### config.mk
export PLATFORM = sky130hd
export DESIGN_NAME = int_ram_pingpong_ctrl
export DESIGN_NICKNAME = d
export VERILOG_FILES = /design/src/rtl/int_ram_pingpong_ctrl.sv
export SDC_FILE = /design/constraint.sdc
export NUM_CORES = 1
export LEC_CHECK = 0
export BUFFER_PORTS_ARGS = -buffer_cell sky130_fd_sc_hd__buf_2
export CAP_MARGIN = 0
export CORE_MARGIN = 1.5
export CORE_UTILIZATION = 50
export CTS_CLUSTER_SIZE = 40
export DETAILED_ROUTE_END_ITERATION = 16
export GPL_TIMING_DRIVEN = 0
export PLACE_DENSITY = 0.79
export SYNTH_ARGS = -nofsm -noshare
export SYNTH_HDL_FRONTEND = slang
export SYNTH_SLANG_ARGS = --single-unit
### constraint.sdc
create_clock -name clk -period 2.2 [get_ports clk]
set_input_delay 0.11 -clock clk [delete_from_list [all_inputs] [get_ports clk]]
set_output_delay 0.11 -clock clk [all_outputs]
set_load 0.05 [all_outputs]
### src/rtl/int_ram_pingpong_ctrl.sv
// Ping-pong controller for the two-bank intrinsic-message RAM: the loader fills one bank
// while the decoder reads the other, and the roles swap when a bank is full and released.
module int_ram_pingpong_ctrl #(
    parameter int DATA_WIDTH = 5,
    parameter int ADDR_WIDTH = 8,
    parameter int CODE_LEN   = 256
) (
    input  logic                  clk,
    input  logic                  reset,
    input  logic                  in_valid,
    input  logic [DATA_WIDTH-1:0] in_data,
    output logic                  in_ready,
    output logic                  dec_start,
    output logic                  dec_busy,
    input  logic                  dec_rd_en,
    input  logic [ADDR_WIDTH-1:0] dec_rd_addr,
    output logic                  dec_rd_valid,
    output logic [DATA_WIDTH-1:0] dec_rd_data,
    input  logic                  dec_done,
    output logic [1:0]            bank_full,
    output logic [ADDR_WIDTH-1:0] ram_address  [0:1],
    output logic [DATA_WIDTH-1:0] ram_data_in  [0:1],
    output logic                  ram_we       [0:1],
    output logic                  ram_cs       [0:1],
    input  logic [DATA_WIDTH-1:0] ram_data_out [0:1]
);

    typedef enum logic {D_IDLE, D_BUSY} dstate_t;

    localparam logic [ADDR_WIDTH-1:0] LAST_ADDR = ADDR_WIDTH'(CODE_LEN - 1);

    dstate_t               state, state_nxt;
    logic                  fill_sel, dec_sel;
    logic [ADDR_WIDTH-1:0] wr_cnt;
    logic [1:0]            bank_full_nxt;
    logic                  accept, last_word;
    logic                  start_go, rd_go, done_go;
    logic                  rd_v1, rd_s1, rd_s2;

    // in_ready is forced low while reset is held, not just after the registers clear
    assign in_ready  = reset && !bank_full[fill_sel];
    assign accept    = in_valid && in_ready;
    assign last_word = accept && (wr_cnt == LAST_ADDR);

    always_ff @(posedge clk or negedge reset) begin
        if (!reset) begin
            state <= D_IDLE;
        end else begin
            state <= state_nxt;
        end
    end

    always_comb begin
        state_nxt = state;
        case (state)
            D_IDLE: if (bank_full[dec_sel]) state_nxt = D_BUSY;
            D_BUSY: if (dec_done)           state_nxt = D_IDLE;
            default: state_nxt = D_IDLE;
        endcase
    end

    always_comb begin
        dec_busy = (state == D_BUSY);
        start_go = (state == D_IDLE) && bank_full[dec_sel];
        rd_go    = (state == D_BUSY) && dec_rd_en;
        done_go  = (state == D_BUSY) && dec_done;
    end

    // Release of the decoder bank and completion of the fill bank always touch different bits
    always_comb begin
        bank_full_nxt = bank_full;
        if (done_go)   bank_full_nxt[dec_sel]  = 1'b0;
        if (last_word) bank_full_nxt[fill_sel] = 1'b1;
    end

    always_ff @(posedge clk or negedge reset) begin
        if (!reset) begin
            fill_sel  <= 1'b0;
            dec_sel   <= 1'b0;
            bank_full <= '0;
            wr_cnt    <= '0;
            dec_start <= 1'b0;
        end else begin
            bank_full <= bank_full_nxt;
            dec_start <= start_go;
            if (done_go) dec_sel <= ~dec_sel;
            if (accept) begin
                if (last_word) begin
                    wr_cnt   <= '0;
                    fill_sel <= ~fill_sel;
                end else begin
                    wr_cnt <= wr_cnt + ADDR_WIDTH'(1);
                end
            end
        end
    end

    // Fill bank and decoder bank never coincide while both are active, so one requester per bank
    always_ff @(posedge clk or negedge reset) begin
        if (!reset) begin
            for (int unsigned b = 0; b < 2; b++) begin
                ram_address[b] <= '0;
                ram_data_in[b] <= '0;
                ram_we[b]      <= 1'b0;
                ram_cs[b]      <= 1'b0;
            end
        end else begin
            for (int unsigned b = 0; b < 2; b++) begin
                if (accept && (fill_sel == 1'(b))) begin
                    ram_cs[b]      <= 1'b1;
                    ram_we[b]      <= 1'b1;
                    ram_address[b] <= wr_cnt;
                    ram_data_in[b] <= in_data;
                end else if (rd_go && (dec_sel == 1'(b))) begin
                    ram_cs[b]      <= 1'b1;
                    ram_we[b]      <= 1'b0;
                    ram_address[b] <= dec_rd_addr;
                end else begin
                    ram_cs[b] <= 1'b0;
                    ram_we[b] <= 1'b0;
                end
            end
        end
    end

    // Bank select travels with the request so reads in flight at dec_done use the old bank
    always_ff @(posedge clk or negedge reset) begin
        if (!reset) begin
            rd_v1        <= 1'b0;
            rd_s1        <= 1'b0;
            rd_s2        <= 1'b0;
            dec_rd_valid <= 1'b0;
        end else begin
            rd_v1        <= rd_go;
            rd_s1        <= dec_sel;
            rd_s2        <= rd_s1;
            dec_rd_valid <= rd_v1;
        end
    end

    assign dec_rd_data = ram_data_out[rd_s2];

endmodule

Word level (Yosys, flattened, before mapping)
Index checks and enable logic that the tools add are counted.
{"block": "word_totals", "elab_cells": 75, "in_bits": 28, "out_inout_bits": 41, "reg_bits": 48}
{"block": "op_classes", "n_reduce_logical": 16, "n_mux": 27, "n_bitwise": 7, "n_addsub": 1, "n_lt_le_gt_ge": 5, "n_eq_ne": 1}
{"operator": "2-to-1 mux 8 bit", "count": 5}
{"operator": "2-to-1 mux 5 bit", "count": 3}
{"operator": "2-to-1 mux 1 bit", "count": 14}
{"operator": "logical AND 1 bit", "count": 12}
{"operator": "adder 8 x 1 -> 8 bit (second input constant)", "count": 1}
{"operator": "equality test 8 bit (second input constant)", "count": 1}
{"operator": "less-than comparator 1 x 2 -> 1 bit (second input constant)", "count": 2}
{"operator": "2-to-1 mux 2 bit", "count": 2}
{"operator": "nonzero test 2 bit", "count": 2}
{"operator": "inverter 1 bit", "count": 3}
{"operator": "bitwise AND 2 bit", "count": 1}
{"operator": "demux 1 bit (select 1 bit)", "count": 2}
{"operator": "greater-or-equal comparator 1 bit (second input constant)", "count": 2}
{"operator": "greater-or-equal comparator 2 bit (second input constant)", "count": 1}
{"operator": "inverter 1 -> 2 bit", "count": 1}
{"operator": "inverter 2 bit", "count": 1}
{"operator": "bitwise OR 2 bit", "count": 1}
{"operator": "one-hot mux 1 bit (2 select lines)", "count": 1}
{"operator": "AND reduction 2 bit", "count": 1}
{"operator": "zero test 1 bit", "count": 1}

Longest topological paths before layout
Gate-level depths: netlist (run 1).
{"block": "logic_depth", "word_depth": 9, "depth_mapped": 6, "ltp_nobuf": 5}

Least setup slack after synthesis (run 1)
No wires, ideal clock.
{"block": "synth_timing", "path_type": "reg-to-reg", "from": "reg bank_full[0]", "to": "reg ram_data_in[6] in the netlist's numbering", "path_stages_with_launch": 5, "arrival_time_ns": 1.605, "setup_ns": 0.125, "n_path_buf": 1, "setup_slack_ns": 0.470, "path_cell_list": "dfrtp_1 > or3_1 > inv_1 > buf_4 > mux2_2"}
{"block": "synth_between", "elab_chain_len": 6}
{"item": "from (decl)", "line": "20", "rtl": "output logic [1:0] bank_full,"}
{"item": "from (signal assigned)", "line": "84", "rtl": "bank_full <= bank_full_nxt;"}
{"item": "2-to-1 mux 1 bit (not written as such) (2 in a row)", "line": "41", "rtl": "assign in_ready = reset && !bank_full[fill_sel];"}
{"item": "zero test 1 bit", "line": "41"}
{"item": "logical AND 1 bit", "line": "41"}
{"item": "logical AND 1 bit", "line": "42", "rtl": "assign accept = in_valid && in_ready;"}
{"item": "logical AND 1 bit", "line": "109", "rtl": "if (accept && (fill_sel == 1'(b))) begin"}
{"item": "to (signal, indexed assignment)", "line": "113", "rtl": "ram_data_in[b] <= in_data;"}
{"item": "to (decl)", "line": "22", "rtl": "output logic [DATA_WIDTH-1:0] ram_data_in [0:1],"}
Every way passes these cells. The select of a mux whose other input is x is not followed.
A chain may end at the register's enable or synchronous reset.

Worst setup path after layout (run 1)
{"block": "layout_timing", "from": "in reset", "to": "reg ram_data_in[7] in the netlist's numbering"}
{"block": "layout_between", "elab_chain_len": 3}
{"item": "from (decl)", "line": "9", "rtl": "input logic reset,"}
{"item": "logical AND 1 bit", "line": "41"}
{"item": "logical AND 1 bit", "line": "42"}
{"item": "logical AND 1 bit", "line": "109"}
Every way passes these cells.

==> results of run 1 <==
-- cells by family after synthesis --
group,after synthesis,share of synthesized area (%)
compound gates,28,8.04
xor+xnor,5,2.10
fa+ha+maj,1,0.600
buf+inv,13,3.12
flops,48,57.6
mux,37,19.0
simple gates,41,9.60
-- final timing paths --
| kind | to | startpoint |
|---|---|---|
| setup / recovery | ram_data_in[7]$_DFFE_PN0P_ | reset |
| max in group asynchronous | ram_address[2]$_DFFE_PN0P_ | reset |
| min in group asynchronous | dec_start$_DFF_PN0_ | reset |
| setup reg to reg | ram_data_in[7]$_DFFE_PN0P_ | fill_sel$_DFFE_PN0P_ |
| hold / removal | dec_busy$_DFF_PN0_ | dec_done |
| hold reg to reg | rd_s2$_DFF_PN0_ | rd_s1$_DFF_PN0_ |
-- layer usage --
layer  GRT usage (%)  vias to the layer above
li1                -                      772
met1            23.2                      753
met2            31.4                       58
met3            4.00                        4
met4            8.42                        0
met5               0                        -
-- cells in the final DEF, fill, tap and decap left out, types with 2 or more instances in the layout --
| cell | instances |
|---|---|
| buf_2 | 70 |
| dfrtp_1 | 48 |
| mux2i_1 | 20 |
| mux2_2 | 16 |
| nand2_1 | 14 |
| o21ai_0 | 11 |
| nor2_1 | 10 |
| a21oi_1 | 8 |
| nand3_1 | 6 |
| clkbuf_8 | 6 |
| inv_1 | 5 |
| and2_1 | 3 |
| xor2_1 | 3 |
| clkbuf_1 | 2 |
| buf_4 | 2 |
| xnor2_1 | 2 |
| nor4_1 | 2 |
| a31oi_1 | 2 |
-- timing repair --
item | in CTS | in global routing
gates resized for setup | 1 | 0
hold endpoints to repair | 48 | 0
hold buffers | 2 | 0
endpoints found under the setup margin | 8 | 0
-- stage by stage --
step	hold slack (ns)	power (mW)	instances	cell area [µm²]	setup WS, ns
6_report	0.0238	3.72	301	2650	0.297
2_1_floorplan	-0.186	2.68	173	2090	0.470
3_3_place_gp	0.323	3.05	291	2490	-0.474
4_1_cts	0.0128	3.75	301	2650	0.298
3_5_place_dp	0.333	3.08	291	2490	-0.510
5_1_grt	0.0363	3.93	301	2650	0.178
-- where the power goes --
part / leakage, nW / switching [mW] / internal [mW]
combinational: 0.756 / 1.18 / 0.467
clock: 0.0614 / 0.291 / 0.372
sequential: 0.584 / 0.231 / 1.18
total: 1.40 / 1.70 / 2.02
-- cell type report --
class,count,area (µm²),share of cell area (%)
flip-flops and latches,48,1200,45.3
multi-input cells,112,820,30.9
clock buffers,6,82.6,3.12
plain buffers,8,46.3,1.75
well taps,50,62.6,2.36
inverters,5,18.8,0.708
clock inverters,2,38.8,1.46
repair buffers,70,380,14.4
-- worst max-delay path, stage by stage --
cell and delay (ns):
dlygate4sd3_1 0.53, buf_4 0.15, nand2_1 0.20, or3_1 0.41, inv_1 0.15, buf_4 0.20, mux2_2 0.34
-- sequential cells by signal (all words and copies together), names as in the netlist --
| register | count |
|---|---|
| bank_full | 2 |
| dec_rd_valid | 1 |
| ram_cs | 2 |
| fill_sel | 1 |
| ram_address | 16 |
| rd_s2 | 1 |
| ram_we | 2 |
| dec_busy | 1 |
| ram_data_in | 10 |
| dec_start | 1 |
| dec_sel | 1 |
| wr_cnt | 8 |
| rd_s1 | 1 |
| rd_v1 | 1 |
==> flow_summary.yaml, run 1 <==
status:
  status: "finished, final reports clean"
route:
  top_layer_used: "met4"
  num_vias: 1587
  drt-total-wl_um: 3970
  wl_met3_um: 252
  antenna_left: 0
  firstDrtPassIters: 4
  post-route-drc-count: 0
  viasPerCell: 5.27
  wire_per_inst_um: 13.2
  drtIter0Drc: 71
  wl_met2_um: 1890
  wl_met1_um: 1780
clock_tree:
  insertion_delay_ns: 0.30
  numCtsBuffers: 5
  tritoncts: "done"
  clk_pin_slew_ns: 0.08
  cts_setup_buffers: 0
  cts.htree.levels: 2
  clk_path_buf_depth: 2
  clock_sinks: 48
  cts_root_buffer: "clkbuf_8"
pwr:
  vdd_drop_max_v: 0.000647
  leakage_nw: 1.40
  powerDensity_nw_per_um2: 1400
logic_synthesis:
  yosys-top-cells-count: "dfrtp_1, mux2i_1, mux2_2"
  synth.area.top_cells: "dfrtp_1, mux2i_1, mux2_2"
  synth_edf_count: 0
  avgSynthCellArea_um2: 12.1
  yosysTopAreaCell: "dfrtp_1"
  synthCells: 173
  synth.most_common_cell: "dfrtp_1"
  ys_warn_count: 0
  ys_ff_latch: 48
  post_synth_num_cell_types: 34
  syn-cell-area_um2: 2090
  synthFlopType: "dfrtp_1"
  syn_nets: 202
  ys_seq_area_share_pct: 57.6
  synthArstFlopShare_pct: 100
  yosysTopAreaCellShare_pct: 57.6
worst_setup_path:
  path_max_fanout: 10
  crit_arrival_ns: 2.09
  path_class: "input pin to register"
  cp.required_ns: 2.38
  r2r_cells: 5
  crit_path_end_kind: "register"
  critPathLaunchType: "input pin"
  r2r_setup_slack_ns: 0.48
global_route:
  overflow: 0
  grt_pass1_wl_um: 6300
  antenna_found_initial: 0
  track_usage_pct: 18.7
  first_global_vias: 1416
  grt_max_degree: 49
timing:
  min_period_ns: 1.90
  maxSlewViolCount: 0
  rsz0062_at_grt: "false"
  hold_viol: 0
  tightest_slew_ns: 0.475
  slew_headroom_pct: 68.3
  post-route-period-util_pct: 86.5
  setup_viol: 0
  tns_ns: 0
  clock-skew-final_ns: 0.00910
  max_clock_freq_mhz: 526
cells_and_area:
  area_growth_pct: 27.1
  fillers: 326
  utilization_pct: 66.2
  antenna_cells: 0
  fin_nets: 279
  drive_above_1_share_pct: 40.2
floorplan:
  coreArea_um2: 4000
  pin_count: 69
  fp.dieArea_um2: 4570
  die_h_um: 67.6
  num_rows: 23
  die_x_um: 67.6
  start_util_pct: 52.1
placed_design:
  place_congestion: 0.859
  hpwl_um: 2830
  io_buffers: 68
min_path:
  hold_path_depth: 2
  min_path_type: "input pin to register"
flow_run:
  maxCapViolCount: 0
No activity file was read; power rests on OpenSTA's default activity.
==> run 2: changes to the inputs <==
--- a/config.mk
+++ b/config.mk
@@ -8,11 +8,11 @@
 export BUFFER_PORTS_ARGS = -buffer_cell sky130_fd_sc_hd__buf_2
 export CAP_MARGIN = 0
 export CORE_MARGIN = 1.5
-export CORE_UTILIZATION = 50
+export CORE_UTILIZATION = 40
 export CTS_CLUSTER_SIZE = 40
 export DETAILED_ROUTE_END_ITERATION = 16
 export GPL_TIMING_DRIVEN = 0
-export PLACE_DENSITY = 0.79
+export PLACE_DENSITY = 0.66
 export SYNTH_ARGS = -nofsm -noshare
 export SYNTH_HDL_FRONTEND = slang
 export SYNTH_SLANG_ARGS = --single-unit
==> run 2 against run 1 <==
  * First-iteration DRC count decreased by 15%
  * Fmax grew 1.7%
  * Worst hold slack improved by 0.020 ns
  * Sequential share of layout area fell by 0.49 points
  * Sequential power is essentially flat
  * Non-clock buffer count is 1 higher
  * Via count fell by 1.8%
  * Flip-flop and latch count stayed put
  * Critical path depth unchanged
  * Wire length increased by 5.9%
  * Final area increased by 1.1%
  * Die area increased by 24%
  * Critical path type unchanged
  * Critical endpoint is now ram_data_in[6]$_DFFE_PN0P_
  * Largest power group unchanged
==> flow_summary.yaml, run 2 (synthesis gave the netlist of run 1 again) <==
min_path:
  hold_end: "ram_data_in[7]$_DFFE_PN0P_"
  hp-start: "in_data[2]"
  hold_path_depth: 2
  min_path_type: "input pin to register"
floorplan:
  num_rows: 26
  start_util_pct: 41.1
  die_x_um: 75.2
  coreArea_um2: 5070
  die_h_um: 75.2
  fp.dieArea_um2: 5660
  pin_count: 69
clock_tree:
  cts.htree.levels: 2
  clk_pin_slew_ns: 0.09
  clock_sinks: 48
  tritoncts: "done"
  clk_path_buf_depth: 2
  numCtsBuffers: 5
  cts_root_buffer: "clkbuf_8"
  insertion_delay_ns: 0.31
worst_setup_path:
  r2r_setup_slack_ns: 0.48
  crit_path_end_kind: "register"
  cp.required_ns: 2.40
  path_max_fanout: 10
  path_class: "input pin to register"
  critPathLaunchType: "input pin"
  worstReg2RegEnd: "ram_address[1]$_DFFE_PN0P_"
  r2r_cells: 5
  timing.rr.start: "fill_sel$_DFFE_PN0P_"
  crit_arrival_ns: 2.07
placed_design:
  hpwl_um: 2880
  place_congestion: 0.787
  post_dp_cell_area_um2: 2510
  io_buffers: 68
  placedCellCount: 311
pwr:
  vdd_drop_max_v: 0.000588
  leakage_nw: 1.40
  powerDensity_nw_per_um2: 1390
cells_and_area:
  fillers: 486
  stdcell_area_um2: 2680
  antenna_cells: 0
  instances_no_fill: 322
  final_cell_mix: "buf_2, dfrtp_1, mux2i_1"
  multi_input_area_um2: 820
  area_growth_pct: 28.4
  drive_above_1_share_pct: 40.1
  top_regs: "ram_address (16), ram_data_in (10), wr_cnt (8)"
  largest_reg_flops: 16
  top_register: "ram_address"
  layout.cells.most_common: "buf_2"
  seqCellArea_um2: 1200
  fin_nets: 280
status:
  status: "finished, final reports clean"
timing:
  max_clock_freq_mhz: 535
  maxSlewViolCount: 0
  hold_viol: 0
  setup_viol: 0
  min_period_ns: 1.87
  tightest_slew_ns: 0.501
  clock-skew-final_ns: 0.00490
  slew_headroom_pct: 66.6
  rsz0062_at_grt: "false"
  post-route-period-util_pct: 85.0
global_route:
  antenna_found_initial: 0
  grt_max_degree: 49
  track_usage_pct: 15.9
  first_global_vias: 1449
  overflow: 0
  grt_pass1_wl_um: 6620
route:
  viasPerCell: 4.84
  wire_per_inst_um: 13.0
  drtIter0Drc: 60
  num_vias: 1559
  antenna_left: 0
  firstDrtPassIters: 4
  drt-total-wl_um: 4200
  post-route-drc-count: 0
flow_run:
  maxCapViolCount: 0
==> run 2: cell count changes in the layout (fill, tap and decap cells not counted), sizes merged <==
cell | previous run | this run
clkbuf | 9 | 8
clkinv | 1 | 0
clkinvlp | 0 | 1
dlygate4sd3 | 1 | 2
inv | 5 | 6
==> run 2: power by group <==
part | switching (mW) | internal (mW)
logic | 1.18 | 0.470
clock network | 0.310 | 0.342
registers | 0.232 | 1.18
==> run 2: through the flow <==
stage / setup TNS [ns] / hold slack, ns / setup WS, ns / power, mW / util, %
global route: 0 / 0.0358 / 0.183 / 3.93 / 52.8
finish: 0 / 0.0436 / 0.330 / 3.72 / 52.8
global placement: -7.32 / 0.325 / -0.529 / 3.06 / 49.5
detailed placement: -7.20 / 0.327 / -0.535 / 3.08 / 49.5
floorplan: 0 / -0.186 / 0.470 / 2.68 / -
CTS: 0 / 0.0380 / 0.307 / 3.74 / 52.8
==> run 2: how the worst max path moves through the flow <==
| stage | from | to | cells after the start |
|---|---|---|---|
| 3_5_place_dp | reset | ram_data_in[8]$_DFFE_PN0P_ | 6 |
| 6_report | reset | ram_data_in[6]$_DFFE_PN0P_ | 7 |
| 2_1_floorplan | bank_full[0]$_DFF_PN0_ | ram_data_in[6]$_DFFE_PN0P_ | 4 |
| 3_3_place_gp | reset | ram_data_in[8]$_DFFE_PN0P_ | 6 |
| 4_1_cts | reset | ram_data_in[6]$_DFFE_PN0P_ | 7 |
| 5_1_grt | reset | ram_data_in[7]$_DFFE_PN0P_ | 7 |
==> run 2: area by class of cell <==
| class | count | share of cell area [%] |
|---|---|---|
| buffer | 8 | 1.73 |
| timing repair buffer | 71 | 14.6 |
| clock inverter | 3 | 1.73 |
| tap | 70 | 3.27 |
| clock buffer | 5 | 2.57 |
| sequential | 48 | 44.8 |
| multi-input combinational | 112 | 30.6 |
| inverter | 5 | 0.701 |
==> run 2: timing repair <==
action | 4_1_cts | 5_1_grt
hold endpoints to repair | 49 | 0
hold buffers | 3 | 0
endpoints found under the setup margin | 12 | 0
buffers inserted | 0 | 0
resized for setup | 1 | 0
==> run 2: critical path, stage by stage <==
cell	delay, ns
dlygate4sd3_1	0.53
buf_4	0.15
nand2_1	0.19
or3_1	0.41
inv_1	0.14
buf_4	0.20
mux2_2	0.34
==> run 2: metal layers <==
| metal | vias up | part of all wire (%) | global-route usage (%) |
|---|---|---|---|
| li1 | 769 | - | - |
| met1 | 723 | 47 | 20.1 |
| met2 | 61 | 44 | 26.1 |
| met3 | 6 | 7.2 | 4.69 |
| met4 | 0 | 1.4 | 5.95 |
| met5 | - | 0 | 0 |
